`config.mk`:
```
export PLATFORM = sky130hd
export DESIGN_NAME = multicycle_controller
export DESIGN_NICKNAME = d
export VERILOG_FILES = /design/src/rtl/riscv_pkg.sv /design/src/rtl/multicycle_controller_aludec.sv /design/src/rtl/multicycle_controller.sv
export SDC_FILE = /design/constraint.sdc
export NUM_CORES = 1
export LEC_CHECK = 0
export ABC_AREA = 1
export CELL_PAD_IN_SITES_DETAIL_PLACEMENT = 1
export CELL_PAD_IN_SITES_GLOBAL_PLACEMENT = 1
export CORE_MARGIN = 2
export CORE_UTILIZATION = 23
export CTS_BUF_LIST = sky130_fd_sc_hd__clkbuf_8
export CTS_CLUSTER_DIAMETER = 60
export DETAILED_ROUTE_END_ITERATION = 16
export PLACE_DENSITY_LB_ADDON = 0.1
export SYNTH_ARGS = -nofsm -noshare
export SYNTH_HDL_FRONTEND = slang
export SYNTH_SLANG_ARGS = --single-unit
export TNS_END_PERCENT = 10
```
`constraint.sdc`:
```
create_clock -name clk -period 2.1 [get_ports clk]
set_clock_uncertainty 0.2 [all_clocks]
set_input_delay 0.315 -clock clk [delete_from_list [all_inputs] [get_ports clk]]
set_output_delay 0.315 -clock clk [all_outputs]
set_load 0.05 [all_outputs]
```
`src/rtl/riscv_pkg.sv`:
```
// -----------------------------------------------------------------------------
// riscv_pkg
// Shared encodings for the multicycle RISC-V controller: FSM state enum,
// opcode constants, ALUOp codes, ALUControl codes and the operand/result
// select encodings driven onto the datapath muxes.
//
// Configuration macro: JALR_SUPPORT_EN
//   When defined, the JALRADR/JALRLINK states exist and opcode 1100111 (jalr)
//   is a supported instruction. When undefined, jalr decodes as illegal.
// -----------------------------------------------------------------------------
package riscv_pkg;

    typedef enum logic [3:0] {
        FETCH,
        DECODE,
        MEMADR,
        MEMREAD,
        MEMWB,
        MEMWRITE,
        EXECR,
        EXECI,
        ALUWB,
        BEQ,
        JAL
`ifdef JALR_SUPPORT_EN
        ,
        JALRADR,
        JALRLINK
`endif
    } state_e;

    // Opcodes (instruction bits [6:0])
    localparam logic [6:0] OP_LW    = 7'b0000011;
    localparam logic [6:0] OP_SW    = 7'b0100011;
    localparam logic [6:0] OP_RTYPE = 7'b0110011;
    localparam logic [6:0] OP_ITYPE = 7'b0010011;
    localparam logic [6:0] OP_BEQ   = 7'b1100011;
    localparam logic [6:0] OP_JAL   = 7'b1101111;
    localparam logic [6:0] OP_JALR  = 7'b1100111;

    // Coarse ALU request from the FSM; ALUOP_FUNCT defers to funct3/funct7.
    typedef enum logic [1:0] {
        ALUOP_ADD   = 2'b00,
        ALUOP_SUB   = 2'b01,
        ALUOP_FUNCT = 2'b10
    } alu_op_e;

    localparam logic [2:0] ALU_ADD = 3'b000;
    localparam logic [2:0] ALU_SUB = 3'b001;
    localparam logic [2:0] ALU_AND = 3'b010;
    localparam logic [2:0] ALU_OR  = 3'b011;
    localparam logic [2:0] ALU_SLT = 3'b101;

    localparam logic [1:0] IMM_I = 2'b00;
    localparam logic [1:0] IMM_S = 2'b01;
    localparam logic [1:0] IMM_B = 2'b10;
    localparam logic [1:0] IMM_J = 2'b11;

    localparam logic [1:0] SRCA_PC    = 2'b00;
    localparam logic [1:0] SRCA_OLDPC = 2'b01;
    localparam logic [1:0] SRCA_REG   = 2'b10;

    localparam logic [1:0] SRCB_REG  = 2'b00;
    localparam logic [1:0] SRCB_IMM  = 2'b01;
    localparam logic [1:0] SRCB_FOUR = 2'b10;

    localparam logic [1:0] RES_ALUOUT    = 2'b00;
    localparam logic [1:0] RES_DATA      = 2'b01;
    localparam logic [1:0] RES_ALURESULT = 2'b10;

    // True for every opcode the FSM has a path for; anything else is illegal.
    function automatic logic op_supported(input logic [6:0] op);
        case (op)
            OP_LW, OP_SW, OP_RTYPE, OP_ITYPE, OP_BEQ, OP_JAL: return 1'b1;
`ifdef JALR_SUPPORT_EN
            OP_JALR: return 1'b1;
`endif
            default: return 1'b0;
        endcase
    endfunction

endpackage

```
`src/rtl/multicycle_controller_aludec.sv`:
```
// -----------------------------------------------------------------------------
// aludec
// Combinational ALU decoder: turns the FSM's coarse ALUOp plus the
// instruction's funct fields into the 3-bit ALUControl code.
//
// Ports:
//   op5_i         in  1  opcode bit 5 (1 = R-type, 0 = I-type ALU)
//   funct3_i      in  3  instruction bits [14:12]
//   funct7b5_i    in  1  instruction bit 30
//   alu_op_i      in  2  ALUOp from the FSM
//   alu_control_o out 3  ALU operation select
// -----------------------------------------------------------------------------
module aludec
    import riscv_pkg::*;
(
    input  logic    op5_i,
    input  logic [2:0] funct3_i,
    input  logic    funct7b5_i,
    input  alu_op_e alu_op_i,
    output logic [2:0] alu_control_o
);

    always_comb begin
        // NOTE: every combinational output gets a default before the case so
        // no path leaves it unassigned, which would otherwise infer a latch.
        alu_control_o = ALU_ADD;
        case (alu_op_i)
            ALUOP_ADD: alu_control_o = ALU_ADD;
            ALUOP_SUB: alu_control_o = ALU_SUB;
            ALUOP_FUNCT: begin
                case (funct3_i)
                    // funct7b5 only means "sub" for R-type; addi reuses the bit
                    // as part of its immediate, so op[5] must qualify it.
                    3'b000:  alu_control_o = (op5_i && funct7b5_i) ? ALU_SUB : ALU_ADD;
                    3'b010:  alu_control_o = ALU_SLT;
                    3'b110:  alu_control_o = ALU_OR;
                    3'b111:  alu_control_o = ALU_AND;
                    default: alu_control_o = ALU_ADD;
                endcase
            end
            default: alu_control_o = ALU_ADD;
        endcase
    end

endmodule

```
`src/rtl/multicycle_controller.sv`:
```
// -----------------------------------------------------------------------------
// multicycle_controller
// Moore FSM control unit for a multicycle RV32I subset (lw, sw, R-type,
// I-type ALU, beq, jal, and optionally jalr). Owns the state register,
// per-state datapath controls, ImmSrc decode and PCWrite composition; the
// ALUControl decode lives in the aludec sub-module.
//
// Configuration macro: JALR_SUPPORT_EN (adds JALRADR/JALRLINK path for jalr).
//
// Ports:
//   clk, reset      clock and synchronous active-high reset
//   op, funct3, funct7b5, Zero   instruction fields and ALU zero flag
//   ImmSrc, ALUSrcA, ALUSrcB, ResultSrc, AdrSrc   datapath mux selects
//   IRWrite, PCWrite, RegWrite, MemWrite          write enables
//   ALUControl      ALU operation
//   Illegal         one-cycle pulse in DECODE for an unsupported opcode
// -----------------------------------------------------------------------------
module multicycle_controller
    import riscv_pkg::*;
(
    input  logic       clk,
    input  logic       reset,
    input  logic [6:0] op,
    input  logic [2:0] funct3,
    input  logic       funct7b5,
    input  logic       Zero,
    output logic [1:0] ImmSrc,
    output logic [1:0] ALUSrcA,
    output logic [1:0] ALUSrcB,
    output logic [1:0] ResultSrc,
    output logic       AdrSrc,
    output logic       IRWrite,
    output logic       PCWrite,
    output logic       RegWrite,
    output logic       MemWrite,
    output logic [2:0] ALUControl,
    output logic       Illegal
);

    state_e  state_q, state_d;
    alu_op_e alu_op;
    logic    pc_update;
    logic    branch;

    // NOTE: reset is sampled on the clock edge (synchronous), so it only takes
    // effect at the next rising edge; state uses non-blocking assignment so
    // every flop updates from pre-edge values.
    always_ff @(posedge clk) begin
        if (reset) begin
            state_q <= FETCH;
        end else begin
            state_q <= state_d;
        end
    end

    always_comb begin
        state_d = FETCH;
        case (state_q)
            FETCH: state_d = DECODE;
            DECODE: begin
                case (op)
                    OP_LW, OP_SW: state_d = MEMADR;
                    OP_RTYPE:     state_d = EXECR;
                    OP_ITYPE:     state_d = EXECI;
                    OP_BEQ:       state_d = BEQ;
                    OP_JAL:       state_d = JAL;
`ifdef JALR_SUPPORT_EN
                    OP_JALR:      state_d = JALRADR;
`endif
                    default:      state_d = FETCH;
                endcase
            end
            // Only lw and sw reach MEMADR; op[5] tells them apart.
            MEMADR:   state_d = op[5] ? MEMWRITE : MEMREAD;
            MEMREAD:  state_d = MEMWB;
            EXECR, EXECI, JAL: state_d = ALUWB;
`ifdef JALR_SUPPORT_EN
            JALRADR:  state_d = JALRLINK;
            JALRLINK: state_d = ALUWB;
`endif
            default:  state_d = FETCH;
        endcase
    end

    always_comb begin
        ALUSrcA   = SRCA_PC;
        ALUSrcB   = SRCB_REG;
        alu_op    = ALUOP_ADD;
        ResultSrc = RES_ALUOUT;
        AdrSrc    = 1'b0;
        IRWrite   = 1'b0;
        pc_update = 1'b0;
        branch    = 1'b0;
        RegWrite  = 1'b0;
        MemWrite  = 1'b0;
        Illegal   = 1'b0;
        case (state_q)
            FETCH: begin
                IRWrite   = 1'b1;
                ALUSrcB   = SRCB_FOUR;
                ResultSrc = RES_ALURESULT;
                pc_update = 1'b1;
            end
            DECODE: begin
                // Precompute the branch target from OldPC + imm while decoding.
                ALUSrcA = SRCA_OLDPC;
                ALUSrcB = SRCB_IMM;
                Illegal = !op_supported(op);
            end
            MEMADR: begin
                ALUSrcA = SRCA_REG;
                ALUSrcB = SRCB_IMM;
            end
            EXECI: begin
                ALUSrcA = SRCA_REG;
                ALUSrcB = SRCB_IMM;
                alu_op  = ALUOP_FUNCT;
            end
            EXECR: begin
                ALUSrcA = SRCA_REG;
                alu_op  = ALUOP_FUNCT;
            end
            MEMREAD: begin
                AdrSrc = 1'b1;
            end
            MEMWRITE: begin
                AdrSrc   = 1'b1;
                MemWrite = 1'b1;
            end
            MEMWB: begin
                ResultSrc = RES_DATA;
                RegWrite  = 1'b1;
            end
            ALUWB: begin
                RegWrite = 1'b1;
            end
            BEQ: begin
                ALUSrcA = SRCA_REG;
                alu_op  = ALUOP_SUB;
                branch  = 1'b1;
            end
            JAL: begin
                // Link value OldPC+4 is computed while PC takes the target in ALUOut.
                ALUSrcA   = SRCA_OLDPC;
                ALUSrcB   = SRCB_FOUR;
                pc_update = 1'b1;
            end
`ifdef JALR_SUPPORT_EN
            JALRADR: begin
                ALUSrcA = SRCA_REG;
                ALUSrcB = SRCB_IMM;
            end
            JALRLINK: begin
                ALUSrcA   = SRCA_OLDPC;
                ALUSrcB   = SRCB_FOUR;
                pc_update = 1'b1;
            end
`endif
            default: ;
        endcase
    end

    assign PCWrite = pc_update | (branch & Zero);

    always_comb begin
        ImmSrc = IMM_I;
        case (op)
            OP_LW, OP_ITYPE, OP_JALR: ImmSrc = IMM_I;
            OP_SW:                    ImmSrc = IMM_S;
            OP_BEQ:                   ImmSrc = IMM_B;
            OP_JAL:                   ImmSrc = IMM_J;
            default:                  ImmSrc = IMM_I;
        endcase
    end

    aludec u_aludec (
        .op5_i         (op[5]),
        .funct3_i      (funct3),
        .funct7b5_i    (funct7b5),
        .alu_op_i      (alu_op),
        .alu_control_o (ALUControl)
    );

endmodule

```
---- After elaboration in Yosys (flattened, before gate mapping) ----
Index checks and enable logic that the tools add are counted.
storage, ports and cells
  register bits after elaboration ......... 4
operators by class
  eq/ne operators ......................... 21
  multiplexer cells ....................... 20
  bitwise gates (word level) .............. 2
  reduce and logical (&&, ||, !) cells .... 14
operator list
  cell                count
  $pmux 4 s5          2
  $eq 4x3->1 const B  4
  $pmux 2 s2          4
  $eq 7x6->1 const B  2
  $eq 7x7->1 const B  2
  $eq 4x4->1 const B  3
  $pmux 3 s4          1
  $reduce_or 2->1     6
  $mux 1              10
  $eq 4x2->1 const B  2
  $eq 7x2->1 const B  1
  $eq 7x5->1 const B  1
  $eq 3x3->1 const B  2
  $pmux 2 s3          1
  $pmux 3 s2          1
  $reduce_or 3->1     2
  $reduce_or 6->1     1
  $eq 4x1->1 const B  1
  $logic_not 4->1     1
  $reduce_or 4->1     1
  $eq 3x2->1 const B  1
  $logic_not 3->1     1
  $mux 3              1
  $eq 2x1->1 const B  1
  other kinds (5)     5

---- Depth between registers and ports, before layout ----
Gate-level depths: netlist (run 1).
  depth in word-level cells ............... 6
  gate-level depth with buffers ........... 9

---- By module ----
Synthesis (run 1) repeated with hierarchy kept, for this count alone.
second synthesis, totals
  cells, all modules ...................... 97
  area total of the unflattened synthesis .. 530.5 sq um
modules (own cells, without submodules)
  module                 times used  cells each  area an instance (sq um)
  multicycle_controller  1           80          439.2
  aludec                 1           17          91.3

---- Least setup slack after synthesis (run 1) ----
Ideal clock, no wire load.
  path kind ............................... register to output
  start ................................... reg state_q[2]
  end ..................................... out ALUControl[2]
  data arrival time ....................... 2.133 ns
  slack ................................... -0.548 ns
  cell stages (with the launch flop) ...... 7
  path through ............................ dfxtp_1 -> inv_1 -> or2_4 -> nor2_8 -> inv_2 -> ha_1 -> nor3_1
on the way
  longest elaborated chain between the ends .. 5
RTL lines
  what                                             line                                RTL
  start: declaration                               multicycle_controller.sv:40         state_e state_q, state_d;
  start signal: assignment                         multicycle_controller.sv:52         state_q <= state_d;
  $eq 4x3->1                                       multicycle_controller.sv:97         case (state_q)
  $reduce_or 2->1 (no line)                        n/a
  $pmux 2 s2 *                                     multicycle_controller.sv:97
  $eq 2x2->1 / $eq 2x1->1 (equally long branches)  multicycle_controller_aludec.sv:27  case (alu_op_i)
  $pmux 3 s2 *                                     multicycle_controller_aludec.sv:27
  end: declaration                                 multicycle_controller.sv:36         output logic [2:0] ALUControl,
Mark *: on every way between the ends. The rest lies on a longest branch, timed or not.

---- Worst setup path after layout (run 1) ----
Same ends and word-level chain as after synthesis.

==> results of run 1 <==
## timing repair
| item | 4_1_cts | 5_1_grt |
|---|---|---|
| endpoints found under the setup margin | 4 | 6 |
| resized for setup | 9 | 7 |
| setup buffers | 3 | 2 |
| pin swaps | 3 | 3 |
## cells by family (layout without fill, tap and decap cells)
group,Yosys count,count (layout),synth area share (%)
AO/OA/AOI/OAI,9,9,11.0
adder cells (fa/ha/maj),2,2,5.01
buffers and inverters,24,67,19.3
flip-flops,4,4,16.0
AND/OR/NAND/NOR,47,47,48.6
## cells in the mapped netlist (all sizes together)
| library cell | count | area (sq um) |
|---|---|---|
| nor2 | 9 | 55.1 |
| nand3 | 10 | 55.1 |
| dfxtp | 4 | 80.1 |
| inv | 23 | 88.8 |
| a31o | 1 | 8.76 |
| and3 | 1 | 6.26 |
| nand4 | 1 | 6.26 |
| nor3b | 1 | 7.51 |
| nor3 | 3 | 15.0 |
| buf | 1 | 7.51 |
| nand2 | 21 | 88.8 |
| o211ai | 1 | 7.51 |
| or2 | 1 | 8.76 |
| a21oi | 6 | 30.0 |
| o21ai | 1 | 8.76 |
| ha | 2 | 25.0 |
## final cells by class
type | count | share of cell area, %
repair buffers | 41 | 46.8
multi-input cells | 58 | 32.5
clock buffers | 3 | 3.48
inverters | 23 | 7.48
well taps | 27 | 2.85
flip-flops and latches | 4 | 6.95
## stage by stage
stage,instance area (sq um),setup slack (ns),utilization (%),hold WS [ns]
2_1_floorplan,509,-0.358,-,0.184
6_report,1190,-0.0280,59.3,0.338
3_3_place_gp,1050,0.0371,52.5,0.358
3_5_place_dp,1050,-0.00236,52.5,0.364
5_1_grt,1190,-0.0837,59.3,0.353
4_1_cts,1160,-0.00578,57.9,0.360
## worst register-to-register path: stages (launching register included)
cell	delay [ns]
dfxtp_2	0.31
buf_4	0.12
nor2_2	0.26
nand2_4	0.12
inv_4	0.07
nand4_1	0.09
a21oi_1	0.15
## final timing paths
| kind | cells past startpoint | endpoint | from |
|---|---|---|---|
| setup reg to reg | 6 | state_q[2] | state_q[2] |
| hold reg to reg | 2 | state_q[2] | state_q[1] |
| hold / removal | 2 | state_q[2] | state_q[1] |
| setup / recovery | 7 | ALUControl[2] | state_q[2] |
## metal layers
metal  wire length [um]  GRT usage, %  up-vias
met5                  0             0        -
met2                988          30.0       21
met4                  0          2.70        0
met1                695          16.3      317
met3                 78          3.27        0
li1                   -             -      355
## report_power, final
group / total [W] / leakage [nW] / internal [W] / switching, W
registers: 0.0000799 / 0.0336 / 0.0000786 / 0.00000136
clock network: 0.000153 / 0.0216 / 0.000121 / 0.0000314
logic: 0.000184 / 0.540 / 0.0000878 / 0.0000959
==> impl_metrics.py, run 1 <==
metrics = {
    "timing": {
        "worst_pin_slew_ns": 0.295,
        "slew_violations": 0,
        "finalHoldViolations": 0,
        "tns_ns": -0.0280,
        "setup_violations": 1,
        "clock.fmax_ghz": 0.470,
        "period_minus_slack_ns": 2.13,
        "max_slew_margin_pct": 80.3,
        "finalCritPeriodShare_pct": 101,
        "worst_slack_ns": -0.0280,
        "rsz0062_at_grt": "yes",
    },
    "finish": {
        "drive_gt1_share_pct": 45.7,
        "stdcell_count": 156,
        "fin_nets": 147,
        "final_common_cell": "buf_12",
        "areaGrowthSynthToFinish_pct": 138,
        "largest_register_ffs": 4,
        "diodes": 0,
        "largestRegisters": "state_q x4",
        "regArea_sq_um": 82.6,
        "fillerInstances": 247,
        "multi_input_area_sq_um": 385,
        "top_register": "state_q",
        "final_cell_mix": "17 x buf_12, 16 x nand2_1, 15 x inv_1",
    },
    "yosys": {
        "synth_seq_cells": 4,
        "syn-cell-area_sq_um": 499,
        "synth_nets": 102,
        "yosys.cell_types.count": 23,
        "ys_warn_count": 0,
        "synthesis.instances": 86,
        "avgSynthCellArea_sq_um": 5.80,
        "ys_seq_area_share_pct": 16.0,
    },
    "power_and_ir_drop": {
        "leakage_nw": 0.595,
        "ir_worst_vdd_uv": 554,
        "p_total_w": 0.000417,
        "power.density_nw_per_um2": 351,
    },
    "floorplan": {
        "core_sq_um": 2000,
        "ios": 31,
        "die_h_um": 50.6,
        "rows": 16,
        "initial_utilization_pct": 24.9,
        "die_w_um": 50.6,
        "die_area_sq_um": 2560,
    },
    "worst_setup_path": {
        "worst_ep_required_time_ns": 1.58,
        "critPathArrivalTime_ns": 1.61,
        "cp_top_family": "simple AND/OR/NAND/NOR gates",
        "start_kind": "flop",
        "slowest_stage": "dfxtp_2",
        "slowest_delay_ns": 0.32,
        "crit_top_cell": "inv_2",
        "ff2ff_setup_slack_ns": 0.70,
        "path_cells": "inv_2 -> or2_4 -> nor2_8 -> inv_2 -> ha_4 -> nor3_4 -> buf_12",
        "crit_type": "reg2out",
        "crit_fanout": 3,
        "critPathBufInv": 3,
        "endpoint_kind": "primary output",
    },
    "global_route": {
        "grt_overflow_total": 0,
        "grt_pass1_wl_mm": 2.99,
        "grt_pass1_vias": 740,
        "grt_max_degree": 7,
        "grt_usage_pct": 15.2,
        "antenna_found_initial": 0,
    },
    "clocking": {
        "path_clk_slew_ns": 0.03,
        "clockBufferDepth": 2,
        "cts_tree": "built",
        "holdBufCountCts": 0,
        "clock_latency_ns": 0.21,
        "cts-root-buf": "clkbuf_8",
        "clkSinkCount": 4,
        "numCtsBuffers": 3,
        "htreeDepth": 1,
    },
    "route": {
        "first_pass_iters": 4,
        "ant_nets": 0,
        "routedWlPerCell_um": 11.3,
        "routed_wirelength_mm": 1.76,
        "drc": 0,
        "num_vias": 693,
        "vias_per_cell": 4.44,
        "drt_iter0_drc": 7,
    },
    "place": {
        "port_buffers": 30,
        "dp_hpwl_mm": 1.41,
        "dpl.cell_count": 148,
        "gp_congestion": 0.801,
    },
    "run_status": {
        "violations": "negative setup slack",
        "status": "finished with violations",
    },
    "min_path": {
        "worst_hold_path_type": "reg2reg",
    },
    "job": {
        "drv_cap": 0,
    },
}
Power figures use the tool's default switching activity.
==> run 2: changes to the inputs <==
CELL_PAD_IN_SITES_DETAIL_PLACEMENT = 0   (was 1)
REMOVE_ABC_BUFFERS = 1   (was unset)
==> run 2 against run 1 <==
Effect of this change:
- the run now ends clean
- utilization fell by 0.69 points
- die area unchanged
- final area decreased by 1.2%
- sequential share of layout area increased by 0.082 points
- combinational power shrank 3%
- worst hold slack improved by 0.10 ns
- clock power up 3%
- non-clock buffer count fell by 1
- clock-buffer cell count is the same
- maximum frequency increased by 2.3%
- via count fell by 3.9%
- critical endpoint unchanged
- largest cell class unchanged
==> impl_metrics.py, run 2 (synthesis results as in run 1) <==
metrics = {
    "run_status": {
        "status": "completed",
    },
    "global_route": {
        "grt_usage_pct": 11.6,
        "grt_overflow_total": 0,
        "grt_pass1_wl_mm": 2.34,
        "grt_max_degree": 8,
        "grt_pass1_vias": 649,
        "antenna_found_initial": 0,
    },
    "clocking": {
        "cts-root-buf": "clkbuf_8",
        "clkSinkCount": 4,
        "clock_latency_ns": 0.21,
        "clockBufferDepth": 2,
        "cts_tree": "built",
        "htreeDepth": 1,
        "path_clk_slew_ns": 0.03,
        "numCtsBuffers": 3,
    },
    "route": {
        "num_vias": 666,
        "drt_iter0_drc": 6,
        "drc": 0,
        "first_pass_iters": 4,
        "vias_per_cell": 4.30,
        "ant_nets": 0,
        "routed_wirelength_mm": 1.43,
        "routedWlPerCell_um": 9.21,
    },
    "finish": {
        "final_common_cell": "buf_12",
        "areaGrowthSynthToFinish_pct": 135,
        "top_register": "state_q",
        "fillerInstances": 191,
        "largestRegisters": "state_q x4",
        "final_cell_mix": "17 x buf_12, 16 x nand2_1, 15 x inv_1",
        "diodes": 0,
        "design_area_sq_um": 1170,
        "fin_nets": 146,
        "stdcell_count": 155,
        "drive_gt1_share_pct": 46.1,
        "largest_register_ffs": 4,
    },
    "timing": {
        "whs_ns": 0.439,
        "setup_violations": 0,
        "clock.fmax_ghz": 0.481,
        "max_slew_margin_pct": 79.1,
        "period_minus_slack_ns": 2.08,
        "finalCritPeriodShare_pct": 99.1,
        "worst_pin_slew_ns": 0.313,
        "finalHoldViolations": 0,
        "rsz0062_at_grt": "yes",
        "slew_violations": 0,
    },
    "floorplan": {
        "rows": 16,
        "die_h_um": 50.6,
        "initial_utilization_pct": 24.9,
        "die_area_sq_um": 2560,
        "ios": 31,
        "core_sq_um": 2000,
        "die_w_um": 50.6,
    },
    "worst_setup_path": {
        "endpoint_kind": "primary output",
        "critPathArrivalTime_ns": 1.57,
        "worst_ep_required_time_ns": 1.58,
        "ff2ff_setup_slack_ns": 0.71,
        "crit_fanout": 3,
        "r2r-start": "state_q[2]",
        "r2r-end": "state_q[2]",
        "start_kind": "flop",
        "reg2reg_depth": 6,
        "crit_type": "reg2out",
    },
    "min_path": {
        "worst_hold_path_type": "reg2reg",
        "hp-start": "state_q[0]",
        "holdPathStages": 2,
        "min_to": "state_q[2]",
    },
    "place": {
        "port_buffers": 30,
        "dpl-instance-area_sq_um": 1040,
        "dp_hpwl_mm": 1.23,
        "gp_congestion": 0.779,
        "dpl.cell_count": 148,
    },
    "job": {
        "drv_cap": 0,
    },
    "power_and_ir_drop": {
        "leakage_nw": 0.567,
        "power.density_nw_per_um2": 356,
        "ir_worst_vdd_uv": 498,
    },
}
[run 2: metrics by stage]
| step | setup slack [ns] | total power [W] | utilization (%) | setup TNS, ns |
|---|---|---|---|---|
| floorplan | -0.548 | 0.000160 | - | -1.53 |
| global placement | 0.0283 | 0.000257 | 52.0 | 0 |
| detailed placement | 0.0224 | 0.000259 | 52.0 | 0 |
| CTS | -0.0350 | 0.000422 | 57.6 | -0.0350 |
| global route | -0.0536 | 0.000441 | 58.6 | -0.0854 |
| finish | 0.0191 | 0.000418 | 58.6 | 0 |
[run 2: metal layers]
metal | global-route usage [%] | part of all wire, % | up-vias
met2 | 21.9 | 55 | 17
met5 | 0 | 0 | -
met3 | 3.87 | 5.3 | 0
li1 | - | - | 349
met4 | 1.35 | 0 | 0
met1 | 12.9 | 40 | 300
[run 2: area by class of cell]
cell class | instances | area, sq um | area share [%]
Clock buffer | 3 | 41.3 | 3.52
Sequential cell | 4 | 82.6 | 7.04
Inverter | 23 | 88.8 | 7.57
Timing Repair Buffer | 40 | 546 | 46.5
Multi-Input combinational cell | 58 | 382 | 32.5
Tap cell | 27 | 33.8 | 2.88
[run 2: worst max-delay path by stage]
stage / to / slack (ns) / startpoint
3_5_place_dp: Illegal / 0.02 / op[5]
2_1_floorplan: ALUControl[2] / -0.55 / state_q[2]
5_1_grt: ALUControl[2] / -0.05 / state_q[2]
6_report: ALUControl[2] / 0.02 / state_q[2]
3_3_place_gp: ImmSrc[0] / 0.03 / op[5]
4_1_cts: ALUControl[2] / -0.03 / state_q[2]
[run 2: critical path: stages, from the launching register on]
cell and delay (ns):
dfxtp_2 0.32, inv_2 0.03, or2_4 0.25, nor2_8 0.11, inv_2 0.06, ha_4 0.22, nor3_2 0.10, buf_4 0.14
buf_12 0.12
[run 2: repair_timing]
action | CTS | global route
cloned | 0 | 0
gates resized for setup | 10 | 7
endpoints found under the setup margin | 3 | 5
pin swaps | 3 | 4
hold buffers | 0 | 0
buffers inserted | 4 | 0
[run 2: power breakdown]
group | switching, W | internal, W | total [W]
Clock | 0.0000359 | 0.000122 | 0.000158
Combinational | 0.0000918 | 0.0000866 | 0.000178
Sequential | 0.00000335 | 0.0000789 | 0.0000822
Total | 0.000131 | 0.000287 | 0.000418
==> run 3: changes to the inputs <==
ABC_AREA = unset   (was 1)
CORE_UTILIZATION = 26   (was 23)
==> run 3 against run 2 <==
Effect of this change:
- the run now ends with negative setup slack left
- clock-buffer cell count stayed put
- setup slack worse by 0.058 ns
- synthesized cell count is 14% lower
- first-iteration DRC count grew to 3.2 times the previous value
- critical path depth is 1 lower
- global-route usage is 4.6 points higher
- combinational power is 15% higher
- clock power hardly changed
- largest power group unchanged
==> impl_metrics.py, run 3 <==
metrics = {
    "run_status": {
        "status": "finished with violations",
        "violations": "negative setup slack",
    },
    "clocking": {
        "clkSinkCount": 4,
        "path_clk_slew_ns": 0.03,
        "clockBufferDepth": 2,
        "cts-root-buf": "clkbuf_8",
        "cts_tree": "built",
        "clock_latency_ns": 0.21,
        "numCtsBuffers": 3,
        "holdBufCountCts": 0,
        "htreeDepth": 1,
    },
    "timing": {
        "period_minus_slack_ns": 2.14,
        "clock.fmax_ghz": 0.468,
        "slew_violations": 0,
        "finalCritPeriodShare_pct": 102,
        "setup_violations": 1,
        "worst_slack_ns": -0.0389,
        "max_slew_margin_pct": 74.7,
        "tns_ns": -0.0389,
        "rsz0062_at_grt": "yes",
        "whs_ns": 0.385,
        "worst_pin_slew_ns": 0.378,
        "finalHoldViolations": 0,
    },
    "yosys": {
        "synthAdderAreaFrac_pct": 4.63,
        "synth_common_cells": "6 x a21oi_1, 6 x nor2_1, 5 x nand2_1",
        "ys_warn_count": 0,
        "synthesis.instances": 74,
        "synth-main-ff-cell": "dfxtp_1",
        "synth-edff-count": 0,
        "synth_seq_cells": 4,
        "synth-compound-area-share_pct": 19.4,
        "synth.area.mux_share_pct": 0,
        "synthXorXnorAreaFrac_pct": 3.24,
        "syn-cell-area_sq_um": 541,
        "synthArstFlopShare_pct": 0,
        "ys_seq_area_share_pct": 14.8,
        "yosysTopAreaCellShare_pct": 14.8,
        "yosys.area.top_type": "dfxtp_1",
        "synth_top_family_by_area": "simple AND/OR/NAND/NOR gates",
        "avgSynthCellArea_sq_um": 7.30,
        "yosys.cell_types.count": 34,
        "synthTopCellsByArea": "dfxtp_1 15%, a21oi_1 5.6%, ha_1 4.6%",
        "synth-simple-area-share_pct": 49.1,
    },
    "floorplan": {
        "die_area_sq_um": 2460,
        "die_h_um": 49.6,
        "rows": 16,
        "initial_utilization_pct": 27.6,
        "die_w_um": 49.6,
        "core_sq_um": 1960,
        "ios": 31,
    },
    "route": {
        "ant_nets": 0,
        "num_vias": 787,
        "drt_iter0_drc": 19,
        "vias_per_cell": 4.89,
        "routedWlPerCell_um": 12.2,
        "drc": 0,
        "first_pass_iters": 4,
        "routed_wirelength_mm": 1.96,
    },
    "finish": {
        "drive_gt1_share_pct": 55.2,
        "top_register": "state_q",
        "largest_register_ffs": 4,
        "areaGrowthSynthToFinish_pct": 155,
        "final_common_cell": "buf_4",
        "diodes": 0,
        "fillerInstances": 175,
        "largestRegisters": "state_q x4",
        "final_cell_mix": "30 x buf_4, 17 x buf_12, 7 x dlygate4sd2_1",
        "fin_nets": 152,
    },
    "global_route": {
        "grt_pass1_wl_mm": 3.13,
        "antenna_found_initial": 0,
        "grt_use_met1_pct": 17.7,
        "use_met2_pct": 31.3,
        "grt_usage_pct": 16.3,
        "grt_max_degree": 14,
        "grt_overflow_total": 0,
        "grt_pass1_vias": 726,
        "busiest_layer": "met2",
        "met3_usage_pct": 1.52,
    },
    "job": {
        "drv_cap": 0,
    },
    "worst_setup_path": {
        "slowest_stage": "dfxtp_2",
        "crit_type": "reg2out",
        "critPathArrivalTime_ns": 1.62,
        "endpoint_kind": "primary output",
        "path_cells": "nor2b_4 -> and2_4 -> inv_2 -> ha_4 -> nor4_4 -> buf_4 -> buf_12",
        "start_kind": "flop",
        "crit_fanout": 4,
        "worst_ep_required_time_ns": 1.58,
        "slowest_delay_ns": 0.35,
        "ff2ff_setup_slack_ns": 0.50,
    },
    "power_and_ir_drop": {
        "ir_worst_vdd_uv": 245,
        "power.density_nw_per_um2": 322,
        "leakage_nw": 0.580,
    },
    "place": {
        "port_buffers": 30,
        "gp_congestion": 0.862,
        "dp_hpwl_mm": 1.38,
    },
    "min_path": {
        "worst_hold_path_type": "in2reg",
    },
}
-- run 3: cell types whose count changed in the layout (fill, tap and decap cells not counted), sizes merged, moves of 4 or more --
cell           before  now
buf                27   49
inv                23    4
nand2              21    5
nand3              10    2
clkdlybuf4s50      13    6
dlygate4sd2         0    7
nand2b              0    5
nor4                0    4
-- run 3: power by group --
group | internal (W) | switching [W] | total [W] | leakage [nW]
logic | 0.000105 | 0.0000992 | 0.000204 | 0.524
clock network | 0.000122 | 0.0000372 | 0.000159 | 0.0216
registers | 0.0000785 | 0.00000207 | 0.0000805 | 0.0341
total | 0.000305 | 0.000139 | 0.000444 | 0.580
-- run 3: worst paths after layout --
path,cells after the start,endpoint,from
setup reg to reg,6,state_q[0],state_q[2]
hold reg to reg,3,state_q[3],state_q[1]
hold / removal,3,state_q[1],op[5]
setup / recovery,7,ALUControl[2],state_q[3]
-- run 3: area by class of cell --
class                   count  area (sq um)  share of cell area [%]
repair buffers             62           709                    51.5
well taps                  27          33.8                    2.45
clock buffers               3          41.3                    3.00
flip-flops and latches      4          83.8                    6.09
multi-input cells          61           492                    35.7
inverters                   4          17.5                    1.27
-- run 3: timing repair --
| item | 4_1_cts | 5_1_grt |
|---|---|---|
| gates resized for setup | 24 | 6 |
| buffers inserted | 8 | 1 |
| setup endpoints to repair | 5 | 4 |
| pin swaps | 9 | 3 |
-- run 3: per-stage QoR --
| stage | instances | cell area, sq um | worst slack (ns) | utilization, % | total power (W) |
|---|---|---|---|---|---|
| floorplan | 69 | 508 | -1.80 | - | 0.000162 |
| global route | 161 | 1380 | -0.105 | 70.2 | 0.000461 |
| global placement | 149 | 1180 | -0.155 | 60.4 | 0.000275 |
| CTS | 160 | 1340 | -0.0444 | 68.4 | 0.000443 |
| finish | 161 | 1380 | -0.0389 | 70.2 | 0.000444 |
| detailed placement | 149 | 1180 | -0.163 | 60.4 | 0.000277 |
-- run 3: critical path, delay by kind of cell (launching register included) --
family	cells	cell delay, ns
adder cells (fa/ha/maj)	1	0.22
AND/OR/NAND/NOR	3	0.51
flip-flops	1	0.35
buffers and inverters	3	0.32
-- run 3: logic make-up (layout without fill, tap and decap cells) --
logic type / after synthesis / in the layout
adder cells (fa/ha/maj): 2 / 2
flip-flops: 4 / 4
buffers and inverters: 9 / 69
XOR/XNOR: 2 / 2
AND/OR/NAND/NOR: 40 / 40
AO/OA/AOI/OAI: 17 / 17
-- run 3: metal layers --
| metal | vias to the layer above | wire (um) |
|---|---|---|
| met4 | 0 | 15 |
| met5 | - | 0 |
| met3 | 2 | 71 |
| met1 | 374 | 721 |
| li1 | 390 | - |
| met2 | 21 | 1150 |
